## src/rtl/stepgen_dds.sv

```systemverilog
`default_nettype none
// +--------------------------------------------------------------------------+
// | Module   : stepgen_dds                                                   |
// | Purpose  : DDS step/direction generator with dir-setup and step timing.  |
// | Revision : 1.0  initial release                                          |
// +--------------------------------------------------------------------------+
module stepgen_dds #(
   parameter int W = 10,
   parameter int F = 11,
   parameter int T = 4
) (
   input  logic             clk,
   input  logic             nRESET,
   input  logic             stepcnt,
   input  logic [F:0]       vel,
   input  logic [T-1:0]     dirtime,
   input  logic [T-1:0]     steptime,
   input  logic [1:0]       tap,
   output logic [W+F-1:0]   pos,
   output logic             step,
   output logic             dir
);

   localparam int IW = $clog2(W + F);

   typedef enum logic [1:0] {
      S_IDLE     = 2'd0,
      S_DIRSETUP = 2'd1,
      S_STEPHI   = 2'd2,
      S_STEPLO   = 2'd3
   } state_t;

   state_t           r_state;
   logic [T-1:0]     r_timer;
   logic [W+F-1:0]   r_pos;
   logic             r_step;
   logic             r_dir;

   logic [W+F-1:0]   w_vel_ext;
   logic [W+F-1:0]   w_pos_next;
   logic [IW-1:0]    w_idx;
   logic             w_cross;
   logic             w_nd;
   logic             w_timer_zero;

   assign w_vel_ext    = {{(W-1){vel[F]}}, vel};
   assign w_pos_next   = r_pos + w_vel_ext;
   assign w_idx        = IW'(F) + {{(IW-2){1'b0}}, tap};
   // |vel| < 2^F guarantees at most one toggle of the monitored bit per update
   assign w_cross      = r_pos[w_idx] ^ w_pos_next[w_idx];
   assign w_nd         = ~vel[F];
   assign w_timer_zero = (r_timer == '0);

   always_ff @(posedge clk or negedge nRESET) begin
      if (!nRESET) begin
         r_state <= S_IDLE;
         r_timer <= '0;
         r_pos   <= '0;
         r_step  <= 1'b0;
         r_dir   <= 1'b0;
      end else if (stepcnt) begin
         case (r_state)
            S_IDLE: begin
               r_pos <= w_pos_next;
               if (w_cross) begin
                  if (w_nd != r_dir) begin
                     r_dir   <= w_nd;
                     r_timer <= dirtime;
                     r_state <= S_DIRSETUP;
                  end else begin
                     r_step  <= 1'b1;
                     r_timer <= steptime;
                     r_state <= S_STEPHI;
                  end
               end
            end
            S_DIRSETUP: begin
               if (w_timer_zero) begin
                  r_step  <= 1'b1;
                  r_timer <= steptime;
                  r_state <= S_STEPHI;
               end else begin
                  r_timer <= r_timer - T'(1);
               end
            end
            S_STEPHI: begin
               if (w_timer_zero) begin
                  r_step  <= 1'b0;
                  r_timer <= steptime;
                  r_state <= S_STEPLO;
               end else begin
                  r_timer <= r_timer - T'(1);
               end
            end
            S_STEPLO: begin
               if (w_timer_zero) begin
                  r_state <= S_IDLE;
               end else begin
                  r_timer <= r_timer - T'(1);
               end
            end
            default: r_state <= S_IDLE;
         endcase
      end
   end

   assign pos  = r_pos;
   assign step = r_step;
   assign dir  = r_dir;

endmodule
`default_nettype wire

```

## config.mk

```make
export PLATFORM = sky130hd
export DESIGN_NAME = stepgen_dds
export DESIGN_NICKNAME = d
export VERILOG_FILES = /design/src/rtl/stepgen_dds.sv
export SDC_FILE = /design/constraint.sdc
export NUM_CORES = 1
export LEC_CHECK = 0
export ABC_AREA = 1
export BUFFER_PORTS_ARGS = -buffer_cell sky130_fd_sc_hd__buf_2
export CAP_MARGIN = 15
export CORE_ASPECT_RATIO = 0.6
export CORE_UTILIZATION = 57
export DETAILED_ROUTE_END_ITERATION = 8
export GPL_ROUTABILITY_DRIVEN = 0
export MAX_ROUTING_LAYER = met4
export PLACE_DENSITY = 0.92
export SYNTH_ARGS = -nofsm -noshare
export SYNTH_HDL_FRONTEND = slang
export SYNTH_SLANG_ARGS = --single-unit
```

## constraint.sdc

```tcl
create_clock -name clk -period 2.95 [get_ports clk]
set_input_delay 0.59 -clock clk [delete_from_list [all_inputs] [get_ports clk]]
set_output_delay 0.59 -clock clk [all_outputs]
set_load 0.03 [all_outputs]
```

After elaboration in Yosys (flattened, before gate mapping). Index checks and enable logic that the tools add are counted.

Bits in registers: 29. Latch bits: 0. Memory bits (writable): 0. Bits in read-only memories: 0. Input bits: 25. Output and inout port bits: 23. Memories: 0.

Add/sub/neg operators: 3. Multipliers: 0. Divide/modulo/power cells: 0. Order comparisons: 1. Eq/ne operators: 10. Shifts and indexed selects: 0. Multiplexer cells: 20. Bitwise operators: 2. Reductions and logical operators: 9.

Operator list (count): $add A21 B21 Y21 (1); $mux W4 (4); $ne A2 B2 Y1 const B (6); $pmux W4 S3 (1); $bmux W1 S5 (2); $mux W2 (5); $pmux W2 S4 (1); $lt A5 B6 Y1 const B (1); $mux W1 (6); $reduce_and A6 Y1 (1); $add A4 B2 Y5 const A (1); $reduce_and A5 Y1 (1); $eq A2 B2 Y1 const B (2); $logic_not A4 Y1 (1); $reduce_and A4 Y1 (1); $sub A4 B1 Y4 const B (1); $pmux W1 S3 (1); $reduce_and A3 Y1 (1); $reduce_bool A3 Y1 (1); $eq A2 B1 Y1 const B (1); $logic_not A2 Y1 (1); $reduce_and A2 Y1 (1); $reduce_or A2 Y1 (1); $ne A1 B1 Y1 (1); other kinds (2) (2).

Logic depth before layout (Yosys ltp).
Word-level depth: 6. Gate-level depth with buffers: 19. Mapped depth without buffers: 19.

Least setup slack after synthesis. OpenSTA, ideal clock, no wires.

Path kind: input-to-reg. From: input port vel[0]. To: register r_timer[3]. Library setup time: 0.117 ns. Arrival: 2.385 ns. Required time: 2.833 ns. Slack: 0.448 ns. Cell stages on the path: 18. Path buffers: 0. Path through: ha_1 > fa_1 > nand3_1 > nand3_1 > nand2_1 > nand2_1 > nand2_1 > nand3_1 > nand2_1 > inv_1 > nand2_1 > nand3_2 > nand2_1 > nand2_2 > nand3_4 > nand3_2 > nand2_1 > nand2_1.

Cells in the longest elaborated chain, start to end: 6.

Ends and longest elaborated chain: start: declaration (line 15) `input logic [F:0] vel,`; $add A21 B21 Y21 (line 47) `assign w_pos_next = r_pos + w_vel_ext;`; $bmux W1 S5 (line 50) `assign w_cross = r_pos[w_idx] ^ w_pos_next[w_idx];`; $mux W1 (implied by the code) (line 50); $xor A1 B1 Y1 (line 50); $ne A2 B2 Y1 (no line); $reduce_and A3 Y1 (no line); end signal: assignment (line 68) `r_timer <= dirtime;`; end signal: assignment (line 72) `r_timer <= steptime;`; end signal: assignment (line 80) `r_timer <= steptime;`; end: declaration (line 34) `logic [T-1:0] r_timer;`.

No other way between the ends. The select of a mux whose other input is x is not followed. A chain may end at the register's enable or synchronous reset.

Final worst setup path. Ends and elaborated chain as after synthesis.

==> impl_metrics.py <==
metrics = {
    "critical_path": {
        "path_delay_family": "simple AND/OR/NAND/NOR gates",
        "crit_top_cell": "nand3_1",
        "worst-setup-path-type": "primary input to register",
        "crit_path_start_kind": "primary input",
        "cp-end-kind": "register",
        "worst_ep_required_time_ns": 3.13,
        "crit_fanout": 10,
        "arrival_ns": 2.78,
        "max_stage_delay_ns": 0.44,
        "slowest_stage": "fa_1",
        "cp.buffers_inverters": 1,
        "path_cells": "buf_2, ha_1, fa_1, nand3_1, nand3_1, nand3_1, nand3_1, nand2_1, nand3_1, nand3_1, nand3_2, nand2_1, nand2_2, nand3_4, nand3_2, nand2_1, nand2_1",
    },
    "final_layout": {
        "final_layout_size_suffix_gt1_frac": 0.147,
        "utilization": 0.684,
        "syn2layout_area_growth_pct": 13.7,
        "final_nets": 534,
        "n_antenna_cell": 0,
        "design_area_mm2": 0.00319,
    },
    "synth": {
        "yosys-top-cells-area": "dfrtp_1 (26%), nand2_1 (19%), ha_1 (12%)",
        "synth.most_common_cell": "nand2_1",
        "synthFlopType": "dfrtp_1",
        "synth-edff-count": 0,
        "ys_seq_elements": 29,
        "syn_area_mm2": 0.00281,
        "synth_nets": 485,
        "yosysWarnings": 0,
        "postSynthCellCount": 432,
        "ys_types": 32,
        "synth_top_cell_area_share": 0.259,
        "ys_seq_area_frac": 0.259,
        "ys_async_sr_fraction": 1.00,
        "synth.largest_area_cell": "dfrtp_1",
        "avgSynthCellArea_um2": 6.49,
        "synth_common_cells": "nand2_1 (142), inv_1 (69), nand3_1 (38), dfrtp_1 (29), ha_1 (27)",
    },
    "global_routing": {
        "grt_max_degree": 30,
        "antenna_found_initial": 0,
        "grt_pass1_vias": 2595,
        "overflow": 0,
        "grt_usage": 0.306,
        "grt_first_pass_wirelength_um": 12200,
    },
    "clock_network": {
        "clkLatencyLatePin_ns": 0.29,
        "htree_levels": 2,
        "cts_tree": "done",
        "cts_setup_buffers": 0,
        "clk_pin_slew_worst_paths_ns": 0.07,
        "clk_path_buf_depth": 2,
        "cts_made_buffers": 5,
        "cts_sinks": 29,
        "ctsHoldBuffers": 0,
        "clockRootBuffer": "clkbuf_8",
        "cts_resized": 0,
    },
    "hold_path": {
        "hp-class": "primary input to asynchronous set/reset pin",
    },
    "power": {
        "irDropWorstVdd_mv": 0.681,
        "power_density_mw_per_mm2": 1190,
        "p_leak_uw": 0.00184,
    },
    "drt": {
        "first_pass_iters": 6,
        "wl_per_cell_um": 13.3,
        "vias_per_cell": 5.64,
        "vias": 3076,
        "antenna_left": 0,
        "drt_iter0_drc": 345,
        "drc": 0,
        "routed_wl_um": 7270,
    },
    "placement": {
        "port_buffers": 47,
        "dp_hpwl_um": 5700,
        "place_area_mm2": 0.00310,
        "post-place-ws_ns": 0.0832,
    },
    "timing": {
        "period_share": 0.882,
        "finalHoldViolCount": 0,
        "worst_slack_ns": 0.349,
        "slew_viol_final": 0,
        "worstMarginPinSlew_ns": 0.691,
        "rsz0062_at_grt": "no",
        "timing.fmax_mhz": 385,
        "period_needed_ns": 2.60,
        "relSlewSlack": 0.539,
        "fin_setup_tns_ns": 0,
        "whs_ns": 0.337,
        "setup_violations": 0,
        "clock_skew_ns": 0.00557,
    },
    "floorplan": {
        "start_util": 0.602,
        "coreArea_mm2": 0.00466,
        "dieArea_mm2": 0.00522,
        "io_pins": 48,
        "die_height_um": 56.3,
        "fp-row-count": 19,
        "die_w_um": 92.6,
    },
    "flow_run": {
        "drv_cap": 0,
    },
    "outcome": {
        "status": "finished clean",
    },
}
-- final timing paths --
check | start | end | slack (ns) | cells after the start
max | vel[0] | r_timer[3] | 0.35 | 17
max reg2reg | pos[0] | r_timer[3] | 0.36 | 16
max in group asynchronous | nRESET | pos[18] | 2.16 | 1
min reg2reg | r_timer[1] | r_timer[1] | 0.49 | 2
min | nRESET | pos[1] | 0.34 | 1
min in group clk | r_timer[1] | r_timer[1] | 0.49 | 2
-- where the power goes --
| group | total, uW | internal (uW) | switching (uW) | leakage, uW |
|---|---|---|---|---|
| clock | 329 | 162 | 166 | 0.0000439 |
| combinational | 2680 | 900 | 1780 | 0.00144 |
| sequential | 775 | 598 | 176 | 0.000356 |
-- logic make-up after synthesis --
logic type / after synthesis / synth area share
AO/OA/AOI/OAI: 56 / 0.109
AND/OR/NAND/NOR: 234 / 0.372
flip-flops: 29 / 0.259
XOR/XNOR: 10 / 0.0312
adder cells (fa/ha/maj): 28 / 0.128
buffers and inverters: 75 / 0.101
-- cells in the final DEF, fill, tap and decap left out, drive strengths merged, types with 3 or more instances in the layout --
cell type    n
clkbuf       5
a31oi        3
xnor2        7
o21ai       25
buf         48
inv         69
dfrtp       29
nand4        9
nor2        26
a21oi       19
ha          27
xor2         3
nand3       47
nand2      145
-- routing by layer --
metal / vias up / GRT usage / wire (um)
li1: 1494 / - / -
met1: 1409 / 0.488 / 3540
met2: 160 / 0.392 / 2880
met3: 13 / 0.0596 / 772
met4: 0 / 0.0536 / 81
met5: - / - / 0
-- worst reg2reg max path, delay by kind of cell (launching register included) --
family	cells	cell delay, ns
AND/OR/NAND/NOR	14	1.42
adder cells (fa/ha/maj)	2	0.67
flip-flops	1	0.40
-- sequential cells by signal, indices dropped and copies added (netlist names) --
register and flops:
pos 21, dir 1, step 1, r_state 2, r_timer 4
-- through the flow --
step | instances | power [uW]
global route | 545 | 4150
finish | 545 | 3780
detailed placement | 537 | 3390
floorplan | 432 | 2760
global placement | 537 | 3300
CTS | 545 | 3740
-- final cells by class --
| class | count | area [um2] |
|---|---|---|
| multi-input cells | 328 | 1800 |
| fillers | 412 | 1470 |
| flip-flops and latches | 29 | 726 |
| inverters | 69 | 259 |
| repair buffers | 48 | 243 |
| well taps | 63 | 78.8 |
| clock buffers | 5 | 68.8 |
| clock inverters | 3 | 17.5 |
Note: power is estimated with default switching activity, not from simulation.
